$ cat src/rtl/mips_mem_pkg.sv
// Shared encodings for the MIPS memory-access stage.
// Access sizes, FSM states and the default bus timeout.
package mips_mem_pkg;

    typedef enum logic [1:0] {
        SZ_BYTE = 2'b00,
        SZ_HALF = 2'b01,
        SZ_WORD = 2'b10
    } mem_size_e;

    typedef enum logic [1:0] {
        IDLE = 2'b00,
        WAIT = 2'b01,
        DONE = 2'b10
    } mem_state_e;

    localparam int DEF_TIMEOUT_CYCLES = 255;

endpackage

$ cat src/rtl/mem_access_stage_if.sv
// Data-memory request/acknowledge port of the memory-access stage.
// master: the pipeline stage; slave: the memory or bus bridge.
interface mem_access_stage_if;

    logic        dmem_req;
    logic        dmem_we;
    logic [31:0] dmem_addr;
    logic [31:0] dmem_wdata;
    logic [3:0]  dmem_be;
    logic [31:0] dmem_rdata;
    logic        dmem_ack;

    modport master (
        output dmem_req,
        output dmem_we,
        output dmem_addr,
        output dmem_wdata,
        output dmem_be,
        input  dmem_rdata,
        input  dmem_ack
    );

    modport slave (
        input  dmem_req,
        input  dmem_we,
        input  dmem_addr,
        input  dmem_wdata,
        input  dmem_be,
        output dmem_rdata,
        output dmem_ack
    );

endinterface

$ cat src/rtl/mem_access_stage_load_formatter.sv
// load_formatter: lane select and sign/zero extension of load data.
// Only built when MEM_SUBWORD_EN is defined.
`ifdef MEM_SUBWORD_EN
module load_formatter
    import mips_mem_pkg::*;
(
    input  logic [31:0] rdata,
    input  logic [1:0]  addr_lo,
    input  mem_size_e   size,
    input  logic        is_unsigned,
    output logic [31:0] data
);

    logic [7:0]  b;
    logic [15:0] h;

    always_comb begin
        b    = rdata[{addr_lo, 3'b000} +: 8];
        h    = addr_lo[1] ? rdata[31:16] : rdata[15:0];
        data = rdata;
        unique case (size)
            SZ_BYTE: data = is_unsigned ? {24'b0, b}
                                        : {{24{b[7]}}, b};
            SZ_HALF: data = is_unsigned ? {16'b0, h}
                                        : {{16{h[15]}}, h};
            default: data = rdata;
        endcase
    end

endmodule
`endif

$ cat src/rtl/mem_access_stage.sv
// MIPS memory-access stage: load/store to a req/ack data port, stalling.
// Define MEM_SUBWORD_EN for byte/halfword accesses; otherwise word only.
module mem_access_stage
    import mips_mem_pkg::*;
#(
    parameter int TIMEOUT_CYCLES = DEF_TIMEOUT_CYCLES,
    parameter int TO_W           = 8
) (
    input  logic        CLK,
    input  logic        Reset,
    input  logic [31:0] ALUOutM,
    input  logic [31:0] WriteDataM,
    input  logic        MemReadM,
    input  logic        MemWriteM,
    input  logic        RegWriteM,
    input  logic [1:0]  MemSizeM,
    input  logic        MemUnsignedM,
    output logic [31:0] ReadDataM,
    output logic        RegWriteOutM,
    output logic        StallM,
    output logic        MisalignM,
    output logic        BusErrM,
    mem_access_stage_if.master dmem
);

    mem_state_e state_q, state_d;
    logic           req_q, req_d;
    logic           we_q, we_d;
    logic [31:0]    addr_q, addr_d;
    logic [31:0]    wdata_q, wdata_d;
    logic [3:0]     be_q, be_d;
    logic [31:0]    rdata_q, rdata_d;
    logic [TO_W-1:0] cnt_q, cnt_d;
    logic           err_q, err_d;

    logic        mem_op;
    logic        misal;
    logic [31:0] st_wdata;
    logic [3:0]  st_be;
    logic [31:0] ld_data;

    assign mem_op = MemReadM | MemWriteM;

`ifdef MEM_SUBWORD_EN
    mem_size_e sz;
    assign sz = mem_size_e'(MemSizeM);

    always_comb begin
        st_wdata = WriteDataM;
        st_be    = 4'b1111;
        misal    = |ALUOutM[1:0];
        unique case (sz)
            SZ_BYTE: begin
                st_wdata = {4{WriteDataM[7:0]}};
                st_be    = 4'b0001 << ALUOutM[1:0];
                misal    = 1'b0;
            end
            SZ_HALF: begin
                st_wdata = {2{WriteDataM[15:0]}};
                st_be    = ALUOutM[1] ? 4'b1100 : 4'b0011;
                misal    = ALUOutM[0];
            end
            default: misal = |ALUOutM[1:0];
        endcase
    end

    load_formatter u_fmt (
        .rdata       (rdata_q),
        .addr_lo     (ALUOutM[1:0]),
        .size        (sz),
        .is_unsigned (MemUnsignedM),
        .data        (ld_data)
    );
`else
    logic unused_cfg;
    assign unused_cfg = ^{MemSizeM, MemUnsignedM};
    assign st_wdata   = WriteDataM;
    assign st_be      = 4'b1111;
    assign misal      = |ALUOutM[1:0];
    assign ld_data    = rdata_q;
`endif

    always_comb begin
        state_d = state_q;
        req_d   = req_q;
        we_d    = we_q;
        addr_d  = addr_q;
        wdata_d = wdata_q;
        be_d    = be_q;
        rdata_d = rdata_q;
        cnt_d   = cnt_q;
        err_d   = err_q;

        StallM       = 1'b0;
        RegWriteOutM = RegWriteM;
        ReadDataM    = '0;
        MisalignM    = 1'b0;

        unique case (state_q)
            IDLE: begin
                if (mem_op && misal) begin
                    MisalignM    = 1'b1;
                    RegWriteOutM = 1'b0;
                end else if (mem_op) begin
                    StallM       = 1'b1;
                    RegWriteOutM = 1'b0;
                    req_d        = 1'b1;
                    we_d         = MemWriteM;
                    addr_d       = {ALUOutM[31:2], 2'b00};
                    wdata_d      = st_wdata;
                    be_d         = st_be;
                    cnt_d        = '0;
                    err_d        = 1'b0;
                    state_d      = WAIT;
                end
            end
            WAIT: begin
                StallM       = 1'b1;
                RegWriteOutM = 1'b0;
                // Ack takes priority over a timeout in the same cycle
                if (dmem.dmem_ack) begin
                    rdata_d = dmem.dmem_rdata;
                    req_d   = 1'b0;
                    cnt_d   = '0;
                    state_d = DONE;
                end else if (cnt_q == TO_W'(TIMEOUT_CYCLES - 1)) begin
                    req_d   = 1'b0;
                    err_d   = 1'b1;
                    cnt_d   = '0;
                    state_d = DONE;
                end else begin
                    cnt_d = cnt_q + 1'b1;
                end
            end
            DONE: begin
                if (err_q) begin
                    RegWriteOutM = 1'b0;
                end else if (MemReadM) begin
                    ReadDataM = ld_data;
                end
                err_d   = 1'b0;
                state_d = IDLE;
            end
            default: state_d = IDLE;
        endcase
    end

    assign BusErrM = (state_q == DONE) & err_q;

    always_ff @(posedge CLK or negedge Reset) begin
        if (!Reset) begin
            state_q <= IDLE;
            req_q   <= 1'b0;
            we_q    <= 1'b0;
            addr_q  <= '0;
            wdata_q <= '0;
            be_q    <= '0;
            rdata_q <= '0;
            cnt_q   <= '0;
            err_q   <= 1'b0;
        end else begin
            state_q <= state_d;
            req_q   <= req_d;
            we_q    <= we_d;
            addr_q  <= addr_d;
            wdata_q <= wdata_d;
            be_q    <= be_d;
            rdata_q <= rdata_d;
            cnt_q   <= cnt_d;
            err_q   <= err_d;
        end
    end

    assign dmem.dmem_req   = req_q;
    assign dmem.dmem_we    = we_q;
    assign dmem.dmem_addr  = addr_q;
    assign dmem.dmem_wdata = wdata_q;
    assign dmem.dmem_be    = be_q;

endmodule

$ cat src/flat_wrapper.sv
// flat-port wrapper written by rule: the top's interface ports become plain ports
module mem_access_stage_flat import mips_mem_pkg::*;
#(
    parameter int TIMEOUT_CYCLES = DEF_TIMEOUT_CYCLES,
    parameter int TO_W           = 8
)
  (CLK, Reset, ALUOutM, WriteDataM, MemReadM, MemWriteM, RegWriteM, MemSizeM, MemUnsignedM, ReadDataM, RegWriteOutM, StallM, MisalignM, BusErrM, dmem_dmem_req, dmem_dmem_we, dmem_dmem_addr, dmem_dmem_wdata, dmem_dmem_be, dmem_dmem_rdata, dmem_dmem_ack);
  mem_access_stage_if dmem_i ();
  input  logic CLK;
  input  logic Reset;
  input  logic [31:0] ALUOutM;
  input  logic [31:0] WriteDataM;
  input  logic MemReadM;
  input  logic MemWriteM;
  input  logic RegWriteM;
  input  logic [1:0] MemSizeM;
  input  logic MemUnsignedM;
  output logic [31:0] ReadDataM;
  output logic RegWriteOutM;
  output logic StallM;
  output logic MisalignM;
  output logic BusErrM;
  output wire logic [$bits(dmem_i.dmem_req)-1:0] dmem_dmem_req;
  output wire logic [$bits(dmem_i.dmem_we)-1:0] dmem_dmem_we;
  output wire logic [$bits(dmem_i.dmem_addr)-1:0] dmem_dmem_addr;
  output wire logic [$bits(dmem_i.dmem_wdata)-1:0] dmem_dmem_wdata;
  output wire logic [$bits(dmem_i.dmem_be)-1:0] dmem_dmem_be;
  input wire logic [$bits(dmem_i.dmem_rdata)-1:0] dmem_dmem_rdata;
  input wire logic [$bits(dmem_i.dmem_ack)-1:0] dmem_dmem_ack;
  assign dmem_dmem_req = dmem_i.dmem_req;
  assign dmem_dmem_we = dmem_i.dmem_we;
  assign dmem_dmem_addr = dmem_i.dmem_addr;
  assign dmem_dmem_wdata = dmem_i.dmem_wdata;
  assign dmem_dmem_be = dmem_i.dmem_be;
  assign dmem_i.dmem_rdata = dmem_dmem_rdata;
  assign dmem_i.dmem_ack = dmem_dmem_ack;
  mem_access_stage #(.TIMEOUT_CYCLES(TIMEOUT_CYCLES), .TO_W(TO_W)) u_core (.CLK(CLK), .Reset(Reset), .ALUOutM(ALUOutM), .WriteDataM(WriteDataM), .MemReadM(MemReadM), .MemWriteM(MemWriteM), .RegWriteM(RegWriteM), .MemSizeM(MemSizeM), .MemUnsignedM(MemUnsignedM), .ReadDataM(ReadDataM), .RegWriteOutM(RegWriteOutM), .StallM(StallM), .MisalignM(MisalignM), .BusErrM(BusErrM), .dmem(dmem_i));
endmodule
$ cat config.mk
export PLATFORM = sky130hd
export DESIGN_NAME = mem_access_stage_flat
export DESIGN_NICKNAME = d
export VERILOG_FILES = /design/src/rtl/mips_mem_pkg.sv /design/src/rtl/mem_access_stage_if.sv /design/src/rtl/mem_access_stage_load_formatter.sv /design/src/rtl/mem_access_stage.sv /design/src/flat_wrapper.sv
export SDC_FILE = /design/constraint.sdc
export NUM_CORES = 1
export LEC_CHECK = 0
export CAP_MARGIN = 20
export CORE_UTILIZATION = 42
export CTS_BUF_LIST = sky130_fd_sc_hd__clkbuf_16
export DETAILED_ROUTE_END_ITERATION = 10
export GPL_TIMING_DRIVEN = 0
export PLACE_DENSITY = 0.89
export SYNTH_ARGS = -nofsm -noshare
export SYNTH_HDL_FRONTEND = slang
export SYNTH_HIERARCHICAL = 1
export SYNTH_SLANG_ARGS = --single-unit
$ cat constraint.sdc
create_clock -name CLK -period 2.22 [get_ports CLK]
set_clock_uncertainty 0.1 [all_clocks]
set_input_delay 0.444 -clock CLK [delete_from_list [all_inputs] [get_ports CLK]]
set_output_delay 0.444 -clock CLK [all_outputs]
set_load 0.02 [all_outputs]
==> summary.txt <==
CTS Buf Count: 9
1st-pass router iterations: 4
Largest net degree at the start of global routing: 57
Sequential cell area fraction in the yosys report: 56.7%
Most common cell on crit path: buf_6
WP data arrival: 1.66 ns
Status: complete, no violations
Drt wl/cell: 17.7 um
RSZ-0062 raised after global routing: yes
CTS Hold Bufs: 0
Final Critical Period: 2.20 ns
Yosys cell types: 42
Avg Vias per Cell: 4.98
Antenna violations before repair: 1
Share of cells above drive strength 1: 37.3%
PD cells: 1030 nW/um2
Max_cap viols: 0
Critical Path RT: 1.68 ns
Fin worst setup slack: 0.0169 ns
Yosys top cell by area: dfrtp_1
Final Setup Violations: 0
Setup WS pre-CTS: -0.887 ns
Critical path cell sequence: and4bb_2 -> buf_6 -> buf_6 -> buf_6 -> and2_4 -> buf_6
Area Growth Syn to Fin: 59.1%
Post-route DRC: 0
Period Utilization, post-route: 99.2%
Clock sinks: 108
Met2 Use GR: 36.6%
Total global-route track usage: 20.5%
Max FO, Critical Path: 5
First-pass GRT wire length: 18.3 mm
Post-route ant nets: 0
Most area-consuming cells after synthesis: dfrtp_1 57%, mux2_4 15%, mux2_2 11%
Top cells by count, synth: 108 x dfrtp_1, 47 x mux2_2, 47 x mux2_4, 32 x and2_1, 8 x o21ai_0
Die Wd: 109 um
CTS H-Tree Depth: 3
CP peak stage delay: 0.40 ns
Post-synth ARST share: 100%
Clock Tree Buf Depth: 2
VDD IR max: 0.622 mV
Placed inst area: 7020 um2
Post-Synthesis Cells: 319
Layout net count: 654
Top Usage Layer GRT: met2
Ports: 211
Final WL: 12.2 mm
Crit-path leading delay family: simple AND/OR/NAND/NOR gates
CTS tree: yes
Top_reg_cell synth: dfrtp_1
Root buf cell: clkbuf_16
M3 GR Usage: 5.18%
Number of global-route vias before repair: 3616
Die area: 11800 um2
Ys Warns: 6
Count leader, synth: dfrtp_1
Min Hold Slack: 0.0402 ns
Clk slew on worst S/H paths: 0.07 ns
Hold crit path type: input port to async pin
Post-Route Utilization: 69.4%
Setup crit start kind: flip-flop
Initial drt markers: 151
Num rows: 38
Design Area, Final: 7590 um2
Clock Latency Late Sink: 0.35 ns
GR Overflow Total: 0
Power Total: 7.82 mW
DP Wirelength: 8.84 mm
Top-area cell type share of the netlist area: 56.7%
Crit-path slowest cell: dfrtp_1
Post-synth EDFFs: 0
Crit. End Element: output port
Final-report hold violation count: 0
Slew headroom: 52.0%
Fmax achieved: 454 MHz
Die Ht: 109 um
M1 GR Usage: 23.9%
Core ar.: 10900 um2
Synth Cell Area: 4770 um2
Syn_area_per_cell: 14.9 um2
Overall via count from detail_route: 3452
Critical path type: flip-flop to output port
Buffers & Inverters on Critical Path: 4
Starting density of the core: 43.6%
Flop and latch count out of synthesis: 108
Final GP Congestion: 0.851
PortBufs: 205
Static Leak: 3.32 nW
Worst-Margin Slew: 0.720 ns
Pins Over Slew Limit: 0
-- per-layer routing --
| metal | vias to the layer above | routed length, um | share of wire, % |
|---|---|---|---|
| li1 | 1577 | - | - |
| met2 | 158 | 6350 | 52 |
| met3 | 12 | 930 | 7.6 |
| met5 | - | 0 | 0 |
| met4 | 0 | 158 | 1.3 |
| met1 | 1705 | 4800 | 39 |
-- what timing repair did --
item                       CTS  global route
pin swaps                    3            11
setup endpoints to repair   36            36
gates resized for setup    195            49
setup buffers               10             1
cloned                       0             2
-- kinds of logic after synthesis --
family / share of synthesized area (%)
DFF: 56.7
adders and majority gates: 0.525
AOI/OAI and AO/OA: 3.07
muxes: 25.9
and+or+nand+nor: 9.24
other: 0.0787
buffers and inverters: 4.49
-- power breakdown --
part	internal, mW	switching [mW]
Clock	0.996	0.737
Sequential	2.68	0.391
Combinational	1.77	1.25
-- cell usage in the layout (no fill, tap or decap), types with 3 or more instances in the layout --
cell type / netlist / final
mux2_4: 47 / 47
buf_8: 1 / 3
buf_4: 6 / 20
mux2_2: 47 / 47
and2_4: 1 / 17
buf_2: 4 / 9
dfrtp_1: 108 / 107
a21oi_1: 7 / 6
buf_6: 1 / 26
o21ai_0: 8 / 8
buf_12: 5 / 6
clkbuf_16: 0 / 11
clkdlybuf4s50_1: 0 / 164
nor2_1: 6 / 5
nand2_1: 4 / 4
and2_1: 32 / 16
-- stage by stage --
stage,setup TNS [ns],std cells
2_1_floorplan,0,320
3_3_place_gp,-390.86,665
3_5_place_dp,-29.15,666
4_1_cts,-0.564,692
5_1_grt,-0.258,693
6_report,0,693
-- area by class of cell --
cell class / count / area (um2)
Antenna cell: 1 / 2.50
Buffer: 19 / 221
Clock buffer: 9 / 225
Clock inverter: 7 / 100
Fill cell: 780 / 3350
Inverter: 2 / 7.51
Multi-Input combinational cell: 189 / 1940
Sequential cell: 108 / 2700
Tap cell: 140 / 175
Timing Repair Buffer: 218 / 2210
-- state kept, by name (all words and copies together) (netlist names) --
| register | flops |
|---|---|
| u_core/cnt_q | 8 |
| u_core/dmem.dmem_addr | 30 |
| u_core/dmem.dmem_be | 1 |
| u_core/dmem.dmem_req | 1 |
| u_core/dmem.dmem_wdata | 32 |
| u_core/dmem.dmem_we | 1 |
| u_core/err_q | 1 |
| u_core/ld_data | 32 |
| u_core/state_q | 2 |
-- worst paths after layout --
check,startpoint,to,slack [ns],depth (start not counted)
setup / recovery,u_core/state_q[0]$_DFFE_PN0P_,ReadDataM[19],0.02,6
hold / removal,Reset,u_core/dmem.dmem_addr[12]$_DFFE_PN0P_,0.04,1
setup reg to reg,u_core/state_q[1]$_DFFE_PN0P_,u_core/dmem.dmem_addr[19]$_DFFE_PN0P_,0.25,6
hold reg to reg,u_core/ld_data[21]$_DFFE_PN0P_,u_core/ld_data[21]$_DFFE_PN0P_,0.40,1
max in group asynchronous,Reset,u_core/ld_data[26]$_DFFE_PN0P_,1.27,2
min in group CLK,u_core/ld_data[21]$_DFFE_PN0P_,u_core/ld_data[21]$_DFFE_PN0P_,0.40,1
Note: power is estimated with default switching activity, not from simulation.
